File: src/rtl/jtopl_timer_pkg.sv
// Shared constants for the OPL2 timer control stage: register map,
// control-register bit positions and bus port selection.
package jtopl_timer_pkg;

    localparam logic [7:0] REG_TA   = 8'h02;
    localparam logic [7:0] REG_TB   = 8'h03;
    localparam logic [7:0] REG_CTRL = 8'h04;

    localparam int unsigned IRQ_RST = 7;
    localparam int unsigned MASK_A  = 6;
    localparam int unsigned MASK_B  = 5;
    localparam int unsigned ST_B    = 1;
    localparam int unsigned ST_A    = 0;

    localparam int unsigned SLOTS_DEF = 18;

    typedef enum logic {
        PORT_ADDR = 1'b0,
        PORT_DATA = 1'b1
    } port_e;

    // Flag-clear is requested when a mask bit goes from 0 to 1.
    function automatic logic mask_rise(input logic old_m, input logic new_m);
        return new_m & ~old_m;
    endfunction

endpackage

File: src/rtl/jtopl_timer_ctrl_if.sv
// CPU bus seen by the timer control stage: two-port write path plus status read.
interface jtopl_timer_ctrl_if;
    logic       cs_n;
    logic       wr_n;
    logic       addr;
    logic [7:0] din;
    logic [7:0] dout;

    modport master (output cs_n, output wr_n, output addr, output din, input dout);
    modport slave  (input cs_n, input wr_n, input addr, input din, output dout);
endinterface

File: src/rtl/jtopl_slot_cnt.sv
// Operator slot counter; zero is high while the last slot of a sample is active.
module jtopl_slot_cnt
    import jtopl_timer_pkg::*;
#(
    parameter int unsigned SLOTS = SLOTS_DEF
) (
    input  logic                     clk,
    input  logic                     rst,
    input  logic                     cenop,
    output logic [$clog2(SLOTS)-1:0] slot,
    output logic                     zero
);
    localparam int unsigned W = $clog2(SLOTS);
    localparam logic [W-1:0] LAST = W'(SLOTS - 1);

    logic [W-1:0] slot_q, slot_d;
    logic         zero_q, zero_d;

    always_comb begin
        slot_d = slot_q;
        zero_d = zero_q;
        if (cenop) begin
            slot_d = (slot_q == LAST) ? '0 : slot_q + W'(1);
            zero_d = (slot_d == LAST);
        end
    end

    always_ff @(posedge clk or posedge rst) begin
        if (rst) begin
            slot_q <= '0;
            zero_q <= 1'b0;
        end else begin
            slot_q <= slot_d;
            zero_q <= zero_d;
        end
    end

    assign slot = slot_q;
    assign zero = zero_q;
endmodule

File: src/rtl/jtopl_timer_ctrl.sv
// CPU-side control for the OPL2 timer pair: bus decode of regs 0x02-0x04,
// timer start/mask strobes, per-sample zero tick and status byte.
module jtopl_timer_ctrl
    import jtopl_timer_pkg::*;
#(
    parameter int unsigned SLOTS = SLOTS_DEF
) (
    input  logic                     clk,
    input  logic                     rst,
    input  logic                     cenop,
    jtopl_timer_ctrl_if.slave        bus,
    input  logic                     flag_A,
    input  logic                     flag_B,
    input  logic                     irq_n,
    output logic                     zero,
    output logic [7:0]               value_A,
    output logic [7:0]               value_B,
    output logic                     load_A,
    output logic                     load_B,
    output logic                     flagen_A,
    output logic                     flagen_B,
    output logic                     clr_flag_A,
    output logic                     clr_flag_B
);
    logic [$clog2(SLOTS)-1:0] slot;

    jtopl_slot_cnt #(.SLOTS(SLOTS)) u_slot_cnt (
        .clk   (clk),
        .rst   (rst),
        .cenop (cenop),
        .slot  (slot),
        .zero  (zero)
    );

    assert property (@(posedge clk) disable iff (rst)
        zero == (slot == ($clog2(SLOTS))'(SLOTS - 1)));

    logic       wr, wr_edge;
    logic       wr_l_q;
    logic [7:0] sel_q, sel_d;
    logic [7:0] value_A_q, value_A_d, value_B_q, value_B_d;
    logic       load_A_q, load_A_d, load_B_q, load_B_d;
    logic       mask_A_q, mask_A_d, mask_B_q, mask_B_d;
    logic       clr_A_q, clr_A_d, clr_B_q, clr_B_d;

    assign wr      = ~bus.cs_n & ~bus.wr_n;
    assign wr_edge = wr & ~wr_l_q;

    always_comb begin
        sel_d     = sel_q;
        value_A_d = value_A_q;
        value_B_d = value_B_q;
        load_A_d  = load_A_q;
        load_B_d  = load_B_q;
        mask_A_d  = mask_A_q;
        mask_B_d  = mask_B_q;
        clr_A_d   = 1'b0;
        clr_B_d   = 1'b0;
        if (wr_edge) begin
            if (port_e'(bus.addr) == PORT_ADDR) begin
                sel_d = bus.din;
            end else begin
                case (sel_q)
                    REG_TA: value_A_d = bus.din;
                    REG_TB: value_B_d = bus.din;
                    REG_CTRL: begin
                        // IRQ reset leaves masks and starts untouched
                        if (bus.din[IRQ_RST]) begin
                            clr_A_d = 1'b1;
                            clr_B_d = 1'b1;
                        end else begin
                            mask_A_d = bus.din[MASK_A];
                            mask_B_d = bus.din[MASK_B];
                            load_A_d = bus.din[ST_A];
                            load_B_d = bus.din[ST_B];
                            clr_A_d  = mask_rise(mask_A_q, bus.din[MASK_A]);
                            clr_B_d  = mask_rise(mask_B_q, bus.din[MASK_B]);
                        end
                    end
                    default: ;
                endcase
            end
        end
    end

    always_ff @(posedge clk or posedge rst) begin
        if (rst) begin
            wr_l_q    <= 1'b1;
            sel_q     <= '0;
            value_A_q <= '0;
            value_B_q <= '0;
            load_A_q  <= 1'b0;
            load_B_q  <= 1'b0;
            mask_A_q  <= 1'b0;
            mask_B_q  <= 1'b0;
            clr_A_q   <= 1'b0;
            clr_B_q   <= 1'b0;
        end else begin
            wr_l_q    <= wr;
            sel_q     <= sel_d;
            value_A_q <= value_A_d;
            value_B_q <= value_B_d;
            load_A_q  <= load_A_d;
            load_B_q  <= load_B_d;
            mask_A_q  <= mask_A_d;
            mask_B_q  <= mask_B_d;
            clr_A_q   <= clr_A_d;
            clr_B_q   <= clr_B_d;
        end
    end

    assign value_A    = value_A_q;
    assign value_B    = value_B_q;
    assign load_A     = load_A_q;
    assign load_B     = load_B_q;
    assign flagen_A   = ~mask_A_q;
    assign flagen_B   = ~mask_B_q;
    assign clr_flag_A = clr_A_q;
    assign clr_flag_B = clr_B_q;
    assign bus.dout   = {~irq_n, flag_A, flag_B, 5'b00000};
endmodule

File: src/flat_wrapper.sv
// flat-port wrapper written by rule: the top's interface ports become plain ports
module jtopl_timer_ctrl_flat import jtopl_timer_pkg::*;
#(
    parameter int unsigned SLOTS = SLOTS_DEF
)
  (clk, rst, cenop, flag_A, flag_B, irq_n, zero, value_A, value_B, load_A, load_B, flagen_A, flagen_B, clr_flag_A, clr_flag_B, bus_cs_n, bus_wr_n, bus_addr, bus_din, bus_dout);
  jtopl_timer_ctrl_if bus_i ();
  input  logic clk;
  input  logic rst;
  input  logic cenop;
  input  logic flag_A;
  input  logic flag_B;
  input  logic irq_n;
  output logic zero;
  output logic [7:0] value_A;
  output logic [7:0] value_B;
  output logic load_A;
  output logic load_B;
  output logic flagen_A;
  output logic flagen_B;
  output logic clr_flag_A;
  output logic clr_flag_B;
  input wire logic [$bits(bus_i.cs_n)-1:0] bus_cs_n;
  input wire logic [$bits(bus_i.wr_n)-1:0] bus_wr_n;
  input wire logic [$bits(bus_i.addr)-1:0] bus_addr;
  input wire logic [$bits(bus_i.din)-1:0] bus_din;
  output wire logic [$bits(bus_i.dout)-1:0] bus_dout;
  assign bus_i.cs_n = bus_cs_n;
  assign bus_i.wr_n = bus_wr_n;
  assign bus_i.addr = bus_addr;
  assign bus_i.din = bus_din;
  assign bus_dout = bus_i.dout;
  jtopl_timer_ctrl #(.SLOTS(SLOTS)) u_core (.clk(clk), .rst(rst), .cenop(cenop), .bus(bus_i), .flag_A(flag_A), .flag_B(flag_B), .irq_n(irq_n), .zero(zero), .value_A(value_A), .value_B(value_B), .load_A(load_A), .load_B(load_B), .flagen_A(flagen_A), .flagen_B(flagen_B), .clr_flag_A(clr_flag_A), .clr_flag_B(clr_flag_B));
endmodule
File: config.mk
export PLATFORM = sky130hd
export DESIGN_NAME = jtopl_timer_ctrl_flat
export DESIGN_NICKNAME = d
export VERILOG_FILES = /design/src/rtl/jtopl_timer_pkg.sv /design/src/rtl/jtopl_timer_ctrl_if.sv /design/src/rtl/jtopl_slot_cnt.sv /design/src/rtl/jtopl_timer_ctrl.sv /design/src/flat_wrapper.sv
export SDC_FILE = /design/constraint.sdc
export NUM_CORES = 1
export LEC_CHECK = 0
export BUFFER_PORTS_ARGS = -buffer_cell sky130_fd_sc_hd__buf_2
export CAP_MARGIN = 20
export CORE_MARGIN = 5
export CORE_UTILIZATION = 50
export DETAILED_ROUTE_END_ITERATION = 8
export GPL_TIMING_DRIVEN = 0
export PLACE_DENSITY = 0.77
export SETUP_SLACK_MARGIN = 0.15
export SLEW_MARGIN = 10
export SYNTH_ARGS = -nofsm -noshare
export SYNTH_HDL_FRONTEND = slang
export SYNTH_HIERARCHICAL = 1
export SYNTH_SLANG_ARGS = --single-unit
File: constraint.sdc
create_clock -name clk -period 1.6 [get_ports clk]
set_input_delay 0.24 -clock clk [delete_from_list [all_inputs] [get_ports clk]]
set_output_delay 0.24 -clock clk [all_outputs]
set_load 0.02 [all_outputs]
Word-level counts from Yosys, hierarchy flattened
Cells that the tools add are included.
{"block": "word_totals", "regBits": 37, "input_bits": 17, "out_inout_bits": 31, "elab_cells": 43}
{"block": "classes", "addsub": 1, "eq_ne": 5, "mux": 9, "bitwise": 12, "n_reduce_logical": 4}
{"operator": "equality test 8 x 2 -> 1 bit, second input constant", "count": 2}
{"operator": "equality test 5 bit, second input constant", "count": 2}
{"operator": "equality test 8 x 3 -> 1 bit, second input constant", "count": 1}
{"operator": "two-way mux 1 bit", "count": 8}
{"operator": "inverter 1 bit", "count": 8}
{"operator": "AND reduction 3 bit", "count": 2}
{"operator": "adder 5 x 1 -> 5 bit, second input constant", "count": 1}
{"operator": "two-way mux 5 bit", "count": 1}
{"operator": "AND 1 bit", "count": 4}
{"operator": "AND reduction 4 bit", "count": 1}
{"operator": "AND reduction 2 bit", "count": 1}

Depth between registers and ports, before layout
Gate-level depths: netlist of the first run.
{"block": "depth", "depth_word": 6, "depth_mapped": 6}

Cells and area by module
Netlist of the first run, hierarchy kept.
{"module": "jtopl_timer_ctrl", "n_inst": 1, "cells_per_inst": 88, "area_each_um2": 1315.0}
{"module": "jtopl_slot_cnt", "n_inst": 1, "cells_per_inst": 32, "area_each_um2": 354.1}

Worst setup path after synthesis of the first run
Ideal clock, no wire load.
{"block": "synth_path", "kind": "register to register", "from": "reg u_core.sel_q[6]", "to": "reg u_core.value_B_q[0] (netlist: u_core/value_B[0])", "setup_ns": 0.125, "arrival_ns": 1.325, "required_ns": 1.475, "slack_ns": 0.151, "path_stages_with_launch": 4, "synth_period_minus_slack_ns": 1.449, "path_cell_list": "dfrtp_1 > nor4b_4 > nand4_2 > mux2_2"}
{"block": "synth_via", "elab_chain_len": 2}
{"item": "from (decl)", "line_no": "jtopl_timer_ctrl.sv:40", "rtl": "logic [7:0] sel_q, sel_d;"}
{"item": "from (signal assigned)", "line_no": "jtopl_timer_ctrl.sv:100", "rtl": "sel_q <= sel_d;"}
{"item": "equality test 8 x 2 -> 1 bit", "line_no": "jtopl_timer_ctrl.sv:63", "rtl": "case (sel_q)"}
{"item": "AND reduction 3 bit (no source line)"}
{"item": "to (signal assigned)", "line_no": "jtopl_timer_ctrl.sv:102", "rtl": "value_B_q <= value_B_d;"}
{"item": "to (decl)", "line_no": "jtopl_timer_ctrl.sv:41", "rtl": "logic [7:0] value_A_q, value_A_d, value_B_q, value_B_d;"}
Every way passes these cells.
A chain may end at the register's enable or synchronous reset.

Worst setup path in the final report of the first run
{"block": "layout_path", "from": "reg u_core.sel_q[3]", "to": "reg u_core.value_B_q[0] (netlist: u_core/value_B[0])"}
The elaborated chain is that of the path after synthesis.

==> results of run 1 <==
-- registers in the layout, indices dropped and copies added, names as in the netlist --
name and cells:
u_core/value_B 8, u_core/clr_flag_A 1, u_core/load_B 1, u_core/value_A 8
u_core/u_slot_cnt/zero 1, u_core/mask_A_q 1, u_core/clr_flag_B 1, u_core/wr_l_q 1
u_core/sel_q 8, u_core/mask_B_q 1, u_core/u_slot_cnt/slot 5, u_core/load_A 1
-- kinds of logic (layout without fill, tap and decap cells) --
logic type      Yosys count  count (layout)
compound gates            8               8
xor+xnor                  2               2
fa+ha+maj                 2               2
buf+inv                  15              74
flops                    37              37
mux                      29              29
other cells               1               5
simple gates             26              26
-- power by group --
part	switching [mW]	leakage [nW]	internal (mW)
registers	0.126	0.486	1.07
clock network	0.281	0.0265	0.175
logic	0.325	0.603	0.344
-- through the flow --
stage / area (µm²) / utilization
after floorplan: 1680 / -
after global placement: 1940 / 0.591
after detailed placement: 1940 / 0.591
after CTS: 2090 / 0.635
after global routing: 2110 / 0.643
final: 2110 / 0.643
-- layer usage --
metal,vias to the layer above,global-route usage
met5,-,0
met2,33,0.264
li1,540,-
met3,4,0.0616
met1,543,0.194
met4,0,0.0596
-- area by class of cell --
| class | count | area [µm²] | share of cell area |
|---|---|---|---|
| sequential | 37 | 928 | 0.439 |
| multi-input combinational | 72 | 709 | 0.336 |
| timing repair buffer | 51 | 285 | 0.135 |
| buffer | 8 | 57.6 | 0.0272 |
| tap | 46 | 57.6 | 0.0272 |
| clock buffer | 8 | 48.8 | 0.0231 |
| inverter | 7 | 26.3 | 0.0124 |
-- worst register-to-register path, delay by kind of cell, from the launching register on --
family                 cells  cell delay, ns
buffers and inverters      1            0.17
DFF                        1            0.42
muxes                      1            0.35
and+or+nand+nor            2            0.52
-- final timing paths --
kind,depth (start not counted),startpoint,end,slack [ns]
max,4,u_core/sel_q[3]$_DFFE_PP0P_,u_core/value_B[0]$_DFFE_PP0P_,0.04
min,2,rst,u_core/sel_q[5]$_DFFE_PP0P_,-0.008
max reg2reg,4,u_core/sel_q[3]$_DFFE_PP0P_,u_core/value_B[0]$_DFFE_PP0P_,0.04
min reg2reg,1,u_core/value_B[7]$_DFFE_PP0P_,u_core/value_B[7]$_DFFE_PP0P_,0.51
max in group asynchronous,3,rst,u_core/u_slot_cnt/slot[0]$_DFFE_PP0P_,0.98
min in group clk,2,bus_cs_n,u_core/wr_l_q$_DFF_PP1_,0.11
-- repair_timing --
| action | in CTS | in global routing |
|---|---|---|
| resized for setup | 4 | 2 |
| setup buffers | 7 | 3 |
| hold endpoints to repair | 6 | 0 |
| pin swaps | 6 | 2 |
| hold buffers | 1 | 0 |
| setup endpoints to repair | 28 | 22 |
-- cells in the mapped netlist, drive strengths merged --
| cell | n | area [µm²] |
|---|---|---|
| a21o | 2 | 16.3 |
| a21oi | 4 | 20.0 |
| a32o | 1 | 10.0 |
| buf | 8 | 57.6 |
| conb | 1 | 3.75 |
| dfrtp | 36 | 901 |
| dfstp | 1 | 26.3 |
| ha | 2 | 25.0 |
| inv | 7 | 26.3 |
| mux2 | 29 | 330 |
| nand2 | 2 | 7.51 |
| nand2b | 2 | 20.0 |
| nand3 | 1 | 10.0 |
| nand4 | 5 | 37.5 |
| nor2 | 5 | 21.3 |
| nor2b | 1 | 6.26 |
| nor3 | 3 | 20.0 |
| nor3b | 3 | 33.8 |
| nor4 | 2 | 33.8 |
| nor4b | 2 | 38.8 |
| o22ai | 1 | 6.26 |
| xnor2 | 1 | 8.76 |
| xor2 | 1 | 8.76 |
==> results list, run 1 <==
- Via count: 1120
- Worst EP required: 1.82 ns
- VDD IR-drop max: 0.000585 V
- The first global-routing pass estimated 5290 µm of wire.
* CTS buffer count: 5
* Average instance area after synthesis: 13.9 µm²
* TritonCTS clock tree: built
* Aggregate negative setup slack: 0 ns
* Power per Cell Area: 1100 nW/µm²
- After global routing the overflow that remains totals 0.
* Routability congestion estimate: 0.727
- Height of the chip: 67.8 µm
- Maximum level of the CTS H-tree: 2
- The worst setup path is captured at a flop.
- Clock-pin slew was measured on the worst setup and hold paths at 0.10 ns.
* List of cells traversed by the critical path: nor4b_4 -> buf_4 -> nand4_4 -> mux2_2
- Max Cap Viol: 0
- During synthesis, Yosys emitted a total of 6 warnings.
* Critical path start-end classification: flop to flop
- The run finished, with violations left.
- Half-perimeter wire length of the detailed placement result: 2410 µm
* TritonCTS Sinks: 37
* Clock latency at the later pin of the worst-skew pair: 0.33 ns
* Number of antenna violations at the first check in global routing: 0
* Hold Worst Slack: -0.00756 ns
- Path type of the worst min-delay path: primary input to asynchronous set/reset pin
* Clk_skew: 0.00711 ns
- Leading cell type in the layout, fill and taps excluded: sky130_fd_sc_hd__buf_2
- Antenna diode instance count: 0
- Compound-cell area share of the yosys netlist: 0.0315
- Fillcell total: 268
- First DRT Iteration DRCs: 66
* Leakage power summed over all cells: 1.12 nW
- In the detailed route, the total length drawn on met2 is 1670 µm.
- Synthesis handed over a netlist of 120 instances.
* Post-place setup slack: -0.128 ns
- Final critical delay including setup and external delays: 1.56 ns
- The final layout contains 201 nets.
- Maximum number of pins on one net before global-route repair: 32
* Site Rows: 21
- Crit path buf inv count: 1
* Max Buffers Root-to-Sink: 2
- Register bit total from synthesis: 37
- The core region is 3280 µm².
- For this run, the total global-route usage over all layers was measured as 0.162.
* Number of port buffers: 40
- Share of synthesized area occupied by flip-flops and latches: 0.555
* Die boundary width: 67.8 µm
- Multiplexer share of the synthesized area: 0.198
* WL met1: 1360 µm
- The via count of the first global-routing pass was 1123.
- Largest family of logic cells by synthesized area: multiplexers
- Worst Path Max Fanout: 8
* Largest delay contributor family on the critical path: simple AND/OR/NAND/NOR gates
- STA classifies the critical path startpoint as a flop.
- For this run, design rule violations remaining after detail routing come to 0.
- Relative to the synthesized area, the layout overhead comes to 26.6%.
- Setup violations remaining at the end of the flow were counted as 0.
* Initial core utilization: 0.508
- For the pin with the worst max-slew slack, the measured transition is 0.629 ns.
* Number of hold violations in the final report: 22
* Fraction of layout instances using a drive strength above 1: 0.585
- Leading cell types in the layout, fill and taps excluded: sky130_fd_sc_hd__buf_2, sky130_fd_sc_hd__dfrtp_1, sky130_fd_sc_hd__mux2_2
* Remaining max-slew budget at the tightest pin: 0.580
- For this block, the routed nets add up to 3310 µm of wire.
- Number of placed cells counting well taps: 210
- The final reports fail on hold timing.
- The detail route stage leaves a number of antenna-violating nets equal to 0.
- Cell variety after synth: 33
- In this run the count of I/O pins placed on the die edge is 48.
- WP data arrival: 1.78 ns
- Before antenna repair, the detailed router went through 4 iterations.
- Synthesized cell area: 1670 µm²
- Number of slew-limit violations in the final report: 0
- Post-layout total power: 2.32 mW
* Share of synthesized cell area in full adder, half adder and majority cells: 0.0150
- Detail Route met3 WL: 236 µm
- Fraction of the mapped netlist area in simple logic gates: 0.137
* Post-route insts no fill: 229
- Signal routing reaches up to met4.
* Largest stage delay on the critical path: 0.42 ns
- The slowest stage of the critical path belongs to the cell sky130_fd_sc_hd__dfrtp_1.
* CTS root buffer: sky130_fd_sc_hd__clkbuf_4
* Detail-routed via count per cell: 4.89
* Final worst-path cycle share: 0.977
- Setup slack closes at 0.0368 ns.
- Unrepaired setup endpoints after global routing: true
* Post-Synth XOR/XNOR Area: 0.0105
- Timing would allow up to 640 MHz.
- In the final routed layout, each cell accounts on average for 14.5 µm.
* Die ar.: 4590 µm²
Power figures use the tool's default switching activity.
==> run 2: changes to the inputs <==
--- a/config.mk
+++ b/config.mk
@@ -6,12 +6,11 @@
 export NUM_CORES = 1
 export LEC_CHECK = 0
 export BUFFER_PORTS_ARGS = -buffer_cell sky130_fd_sc_hd__buf_2
-export CAP_MARGIN = 20
+export CAP_MARGIN = 10
 export CORE_MARGIN = 5
-export CORE_UTILIZATION = 50
+export CORE_UTILIZATION = 25
 export DETAILED_ROUTE_END_ITERATION = 8
 export GPL_TIMING_DRIVEN = 0
-export PLACE_DENSITY = 0.77
 export SETUP_SLACK_MARGIN = 0.15
 export SLEW_MARGIN = 10
 export SYNTH_ARGS = -nofsm -noshare
==> constraint.sdc (replaced) <==
create_clock -name clk -period 1.5 [get_ports clk]
set_input_delay 0.225 -clock clk [delete_from_list [all_inputs] [get_ports clk]]
set_output_delay 0.225 -clock clk [all_outputs]
set_load 0.02 [all_outputs]
==> results list, run 2 (synthesis gave the netlist of run 1 again) <==
- The row count is 29 (+38%).
* Maximum number of pins on one net before global-route repair: 32 (unchanged)
- WL met1: 1750 µm (+29%)
- The half-perimeter wire length after placement was 2570 µm (+6.5%).
- The via-per-instance ratio came to 4.35 (-11%).
* First DRT Iteration DRCs: 10 (-85%)
- The largest vdd supply drop was 0.000565 V (-3.4%).
* Critical path start-end classification: flop to flop
- The setup clock skew after layout came to 0.00686 ns (-0.000250 ns).
- In this run the worst hold path is classified as primary input to asynchronous set/reset pin.
* Register-to-register path setup slack: -0.02 ns (-0.06 ns)
- The setup slack of the critical path after layout came to -0.0219 ns (-0.0587 ns).
- The share of layout cells above drive strength 1 was 0.617 (+0.0328).
- Total core area: 6420 µm² (+96%)
- Seq. cell area: 928 µm² (unchanged)
- Uppermost layer routed: met4
- The setup TNS was -0.0807 ns (-0.0807 ns).
- TritonCTS clock tree: built
* WP data arrival: 1.70 ns (-0.08 ns)
* Run status: finished with violations
* Number of slew-limit violations in the final report: 0 (unchanged)
- The worst setup path is launched from a flop.
* Height of the chip: 91.7 µm (+35%)
- Number of antenna violations at the first check in global routing: 0 (unchanged)
- The checks that failed: setup timing.
- The number of setup violations in the final report is 5 (+5).
- Remaining antenna violation count: 0 (unchanged)
* Hold Worst Slack: 0.0288 ns (+0.0364 ns)
- Antenna diode instance count: 0 (unchanged)
- The static leakage power is 1.18 nW (+5.6%).
* Die boundary width: 91.7 µm (+35%)
* DRC violations left: 0 (unchanged)
- The cell sitting at the root of the clock tree is a sky130_fd_sc_hd__clkbuf_8.
- Total Wirelength: 3670 µm (+11%)
- Fillcell total: 647 (+140%)
* Number of port buffers: 40 (unchanged)
- The average wire per cell in the routed design is 14.1 µm (-2.5%).
* Number of hold violations in the final report: 0 (-100%)
- Detail Route met3 WL: 292 µm (+24%)
* Post-layout nets: 201 (unchanged)
- The power per cell area came to 1360 nW/µm² (+24%).
- The number of clock buffers inserted by TritonCTS came to 5 (unchanged).
- Die ar.: 8410 µm² (+83%)
- The number of maximum-capacitance constraint violations was 0 (unchanged).
* Top-level I/O count: 48 (unchanged)
* Path depth of the worst reg2reg path: 5 (+1)
* Wire length of the first global-routing pass: 6110 µm (+16%)
* Length of the first detailed-routing pass in iterations: 2 (-2)
- The relative slew slack is 0.567 (-0.0124).
- The initial core utilization is 0.260 (-0.248).
- Post-place setup slack: -0.219 ns (-0.0914 ns)
* Leading cell type in the layout, fill and taps excluded: sky130_fd_sc_hd__buf_2
* Max Buffers Root-to-Sink: 2 (unchanged)
* Final worst-path cycle share: 1.01 (+0.0376)
- Crit path capture type: flop
- The CTS sink count came to 37 (unchanged).
- Leading cell types in the layout, fill and taps excluded: sky130_fd_sc_hd__buf_2, sky130_fd_sc_hd__dfrtp_1, sky130_fd_sc_hd__mux2_2
- Slew of the pin with the lowest slew margin: 0.648 ns (+0.0185 ns)
- Worst EP required: 1.68 ns (-0.14 ns)
- The overall routing resource usage came to 0.0919 (-0.0697).
- The via count of the first global-routing pass was 1262 (+12%).
- From synthesis to final layout, the design area changed by 37.0%.
* Worst Path Max Fanout: 5 (-3)
- Routability congestion estimate: 0.712 (-2.0%)
* Unrepaired setup endpoints after global routing: true
- The leftover overflow at the end of global routing came to 0 (unchanged).
- CTS clock-pin slew for the worst setup and hold paths: 0.08 ns (-0.02 ns)
- Clock latency at the later pin of the worst-skew pair: 0.29 ns (-0.04 ns)
- The routed length on met2 came to 1580 µm (-5.2%).
- The via count came to 1131 (+0.98%).
* Achievable frequency: 657 MHz (+2.7%)
- The clock period minus final worst setup slack was 1.52 ns (-0.0413 ns).
* Maximum level of the CTS H-tree: 2 (unchanged)
- Area taken by multi-input logic gates: 747 µm² (+5.3%)
-- run 2: cell types whose count changed in the layout (fill, tap and decap cells not counted), sizes merged --
cell | before | now
bufinv | 0 | 2
clkinv | 0 | 1
clkbuf | 8 | 5
-- run 2: worst paths after layout --
check | from | endpoint
min | rst | u_core/mask_A_q$_DFFE_PP0P_
max reg2reg | u_core/sel_q[3]$_DFFE_PP0P_ | u_core/value_A[7]$_DFFE_PP0P_
min in group clk | bus_cs_n | u_core/wr_l_q$_DFF_PP1_
max | u_core/sel_q[3]$_DFFE_PP0P_ | u_core/value_A[7]$_DFFE_PP0P_
max in group asynchronous | rst | u_core/u_slot_cnt/slot[0]$_DFFE_PP0P_
min reg2reg | u_core/u_slot_cnt/zero$_DFFE_PP0P_ | u_core/u_slot_cnt/zero$_DFFE_PP0P_
-- run 2: area by class of cell --
cell class	count	area share
Sequential cell	37	0.406
Timing Repair Buffer	51	0.130
Inverter	7	0.0115
Clock inverter	3	0.0285
Multi-Input combinational cell	72	0.327
Tap cell	77	0.0421
Clock buffer	5	0.0301
Buffer	8	0.0252
-- run 2: through the flow --
stage / util / cells / area, µm² / power (mW)
floorplan: - / 124 / 1680 / 1.75
global placement: 0.308 / 241 / 1980 / 1.90
detailed placement: 0.308 / 241 / 1980 / 1.92
CTS: 0.350 / 258 / 2250 / 3.09
global route: 0.356 / 260 / 2290 / 3.29
finish: 0.356 / 260 / 2290 / 3.11
-- run 2: repair_timing --
item                                    4_1_cts  5_1_grt
hold buffers                                  1        0
hold endpoints to repair                      6        0
cloned                                        0        0
gates resized for setup                      14        4
buffers inserted                              8        2
pin swaps                                     8        4
endpoints found under the setup margin       31       23
-- run 2: per-layer routing --
metal,track usage,vias to the layer above
met4,0.0297,0
met2,0.138,42
li1,-,537
met5,0,-
met3,0.0385,5
met1,0.120,547
-- run 2: where the power goes --
group,internal [mW],switching [mW],total [mW]
Sequential,1.14,0.157,1.30
Clock,0.661,0.354,1.01
Combinational,0.419,0.371,0.790
Total,2.22,0.882,3.11
-- run 2: worst max-delay path, stage by stage (launching register included) --
cell and delay [ns]:
sky130_fd_sc_hd__dfrtp_1 0.41, sky130_fd_sc_hd__nor4b_4 0.27, sky130_fd_sc_hd__buf_4 0.18, sky130_fd_sc_hd__nand3_2 0.09
sky130_fd_sc_hd__buf_6 0.16, sky130_fd_sc_hd__mux2_4 0.30
==> run 3: changes to the inputs <==
--- a/config.mk
+++ b/config.mk
@@ -5,7 +5,7 @@
 export SDC_FILE = /design/constraint.sdc
 export NUM_CORES = 1
 export LEC_CHECK = 0
-export BUFFER_PORTS_ARGS = -buffer_cell sky130_fd_sc_hd__buf_2
+export BUFFER_PORTS_ARGS = -buffer_cell sky130_fd_sc_hd__buf_4
 export CAP_MARGIN = 10
 export CORE_MARGIN = 5
 export CORE_UTILIZATION = 25
==> constraint.sdc (replaced) <==
create_clock -name clk -period 1.8 [get_ports clk]
set_input_delay 0.27 -clock clk [delete_from_list [all_inputs] [get_ports clk]]
set_output_delay 0.27 -clock clk [all_outputs]
set_load 0.02 [all_outputs]
==> results list, run 3 (synthesis gave the netlist of run 1 again) <==
- VDD IR-drop max: 0.000381 V (-33%)
- CTS clock-pin slew for the worst setup and hold paths: 0.08 ns (about the same)
* WL met1: 1700 µm (-3.1%)
- TritonCTS clock tree: built
- The power per cell area was 1100 nW/µm² (-19%).
- The number of maximum-capacitance constraint violations is 0 (unchanged).
- The H-tree depth was 2 (unchanged).
- Leading cell type in the layout, fill and taps excluded: sky130_fd_sc_hd__buf_4
- Vias in the first global route: 1151 (-8.8%)
- Clock latency at the later pin of the worst-skew pair: 0.29 ns (about the same)
- Hold Worst Slack: 0.0844 ns (+0.0556 ns)
- GRT overflow: 0 (unchanged)
* Uppermost layer routed: met4
- The root buffer cell chosen for the clock tree is sky130_fd_sc_hd__clkbuf_8.
* Final worst-path cycle share: 0.867 (-0.148)
- The number of clock buffers inserted by TritonCTS is 5 (unchanged).
- Run status: finished clean
- The pin count of the biggest net entering global routing is 32 (unchanged).
- Unrepaired setup endpoints after global routing: false
* Die ar.: 8410 µm² (unchanged)
- The signal arrival time at the worst endpoint came to 1.73 ns (+0.03 ns).
- Initial core utilization: 0.260 (unchanged)
* Final Setup Violations: 0 (-5)
- Length of the first detailed-routing pass in iterations: 4 (+2)
- Leading cell types in the layout, fill and taps excluded: sky130_fd_sc_hd__buf_4, sky130_fd_sc_hd__dfrtp_1, sky130_fd_sc_hd__mux2_2
- The critical-path maximum fanout came to 8 (+3).
- Clk_skew: 0.00787 ns (+0.00100 ns)
- The area of the core came to 6420 µm² (unchanged).
- Site Rows: 29 (unchanged)
* Crit path capture type: flop
* Number of slew-limit violations in the final report: 0 (unchanged)
* Number of port buffers: 40 (unchanged)
* Height of the chip: 91.7 µm (unchanged)
* Die boundary width: 91.7 µm (unchanged)
- The half-perimeter wire length after placement was 2490 µm (-3.0%).
- The worst hold path belongs to the class primary input to asynchronous set/reset pin.
- Remaining max-slew budget at the tightest pin: 0.560 (-0.00754)
* Detail-routed via count per cell: 4.35 (about the same)
* TritonCTS Sinks: 37 (unchanged)
- The overall routing resource usage came to 0.0851 (-0.00687).
- Leakage power summed over all cells: 1.13 nW (-3.7%)
* Achievable frequency: 641 MHz (-2.5%)
* Routability congestion estimate: 0.781 (+9.7%)
- DRC violations left: 0 (unchanged)
- The sum of routed wire length over all layers came to 3490 µm (-4.8%).
* Final critical delay including setup and external delays: 1.56 ns (+0.0388 ns)
* Detailed-route wire length per cell: 13.8 µm (-1.8%)
- The number of antenna repair diodes is 0 (unchanged).
- The top-level port count is 48 (unchanged).
* First DRT Iteration DRCs: 23 (+13)
- The maximum buffer depth of the clock tree is 2 (unchanged).
- The via count was 1096 (-3.1%).
- The detailed route wirelength on metal3 was 227 µm (-22%).
* Number of antenna violations at the first check in global routing: 0 (unchanged)
- The residual antenna-violating net count after detailed routing came to 0 (unchanged).
* Wire length of the first global-routing pass: 5600 µm (-8.4%)
* Met2 WL post-DR: 1540 µm (-3.0%)
- The share of layout cells above drive strength 1 was 0.571 (-0.0461).
- The setup TNS is 0 ns (+0.0807 ns).
- STA classifies the critical path startpoint as a flop.
- Post-layout nets: 193 (-4.0%)
* Number of hold violations in the final report: 0 (unchanged)
- The data required time at the worst endpoint is 1.97 ns (+0.29 ns).
- Critical path start-end classification: flop to flop
* Slew of the pin with the lowest slew margin: 0.659 ns (+0.0113 ns)
- Area added between synthesis and finish: 36.4%
-- run 3: cell types whose count changed in the layout (fill, tap and decap cells not counted), sizes merged --
cell / delta
buf: -8
clkinv: -1
inv: +1
-- run 3: final timing paths --
check	from	to	slack, ns	cells past startpoint
worst min-delay path	rst	u_core/clr_flag_A$_DFF_PP0_	0.08	2
worst min register to register	u_core/u_slot_cnt/zero$_DFFE_PP0P_	u_core/u_slot_cnt/zero$_DFFE_PP0P_	0.50	1
max in group asynchronous	rst	u_core/u_slot_cnt/zero$_DFFE_PP0P_	1.14	3
min in group clk	bus_cs_n	u_core/wr_l_q$_DFF_PP1_	0.14	2
worst max-delay path	u_core/sel_q[2]$_DFFE_PP0P_	u_core/value_B[1]$_DFFE_PP0P_	0.24	3
worst max register to register	u_core/sel_q[2]$_DFFE_PP0P_	u_core/value_B[1]$_DFFE_PP0P_	0.24	3
-- run 3: critical path, cell delays in order, from the launching register on --
cell and delay [ns]:
sky130_fd_sc_hd__dfrtp_1 0.43, sky130_fd_sc_hd__nor4b_4 0.42, sky130_fd_sc_hd__nand4_4 0.26, sky130_fd_sc_hd__mux2_2 0.33
-- run 3: what timing repair did --
action	in CTS	in global routing
endpoints found under the setup margin	15	17
pin swaps	1	1
hold buffers	1	0
gates resized for setup	0	4
endpoints found under the hold margin	6	0
buffers inserted	1	1
gates cloned	0	0
-- run 3: where the power goes --
part           switching, mW  leakage [nW]  total, mW  internal (mW)
clock network          0.315        0.0687      0.873          0.558
logic                  0.262         0.578      0.553          0.291
registers              0.120         0.487       1.07          0.951
-- run 3: final cells by class --
| type | instances | area (µm²) |
|---|---|---|
| plain buffers | 8 | 57.6 |
| clock buffers | 5 | 68.8 |
| clock inverters | 3 | 68.8 |
| fillers | 651 | 4150 |
| inverters | 7 | 26.3 |
| multi-input cells | 72 | 707 |
| flip-flops and latches | 37 | 927 |
| well taps | 77 | 96.3 |
| repair buffers | 43 | 325 |
-- run 3: per-layer routing --
layer	vias up	global-route usage
met3	2	0.0368
met5	-	0
met2	37	0.124
li1	521	-
met4	0	0.0297
met1	536	0.113
-- run 3: per-stage QoR --
step                      power (mW)  setup slack (ns)  cells  instance area [µm²]   util
after detailed placement        1.62            0.0987    241                 2080  0.324
after floorplan                 1.46             0.351    124                 1680      -
final                           2.50             0.239    252                 2280  0.355
after global placement          1.61             0.120    241                 2080  0.324
after global routing            2.64             0.159    252                 2280  0.355
after CTS                       2.51            0.0806    251                 2240  0.348
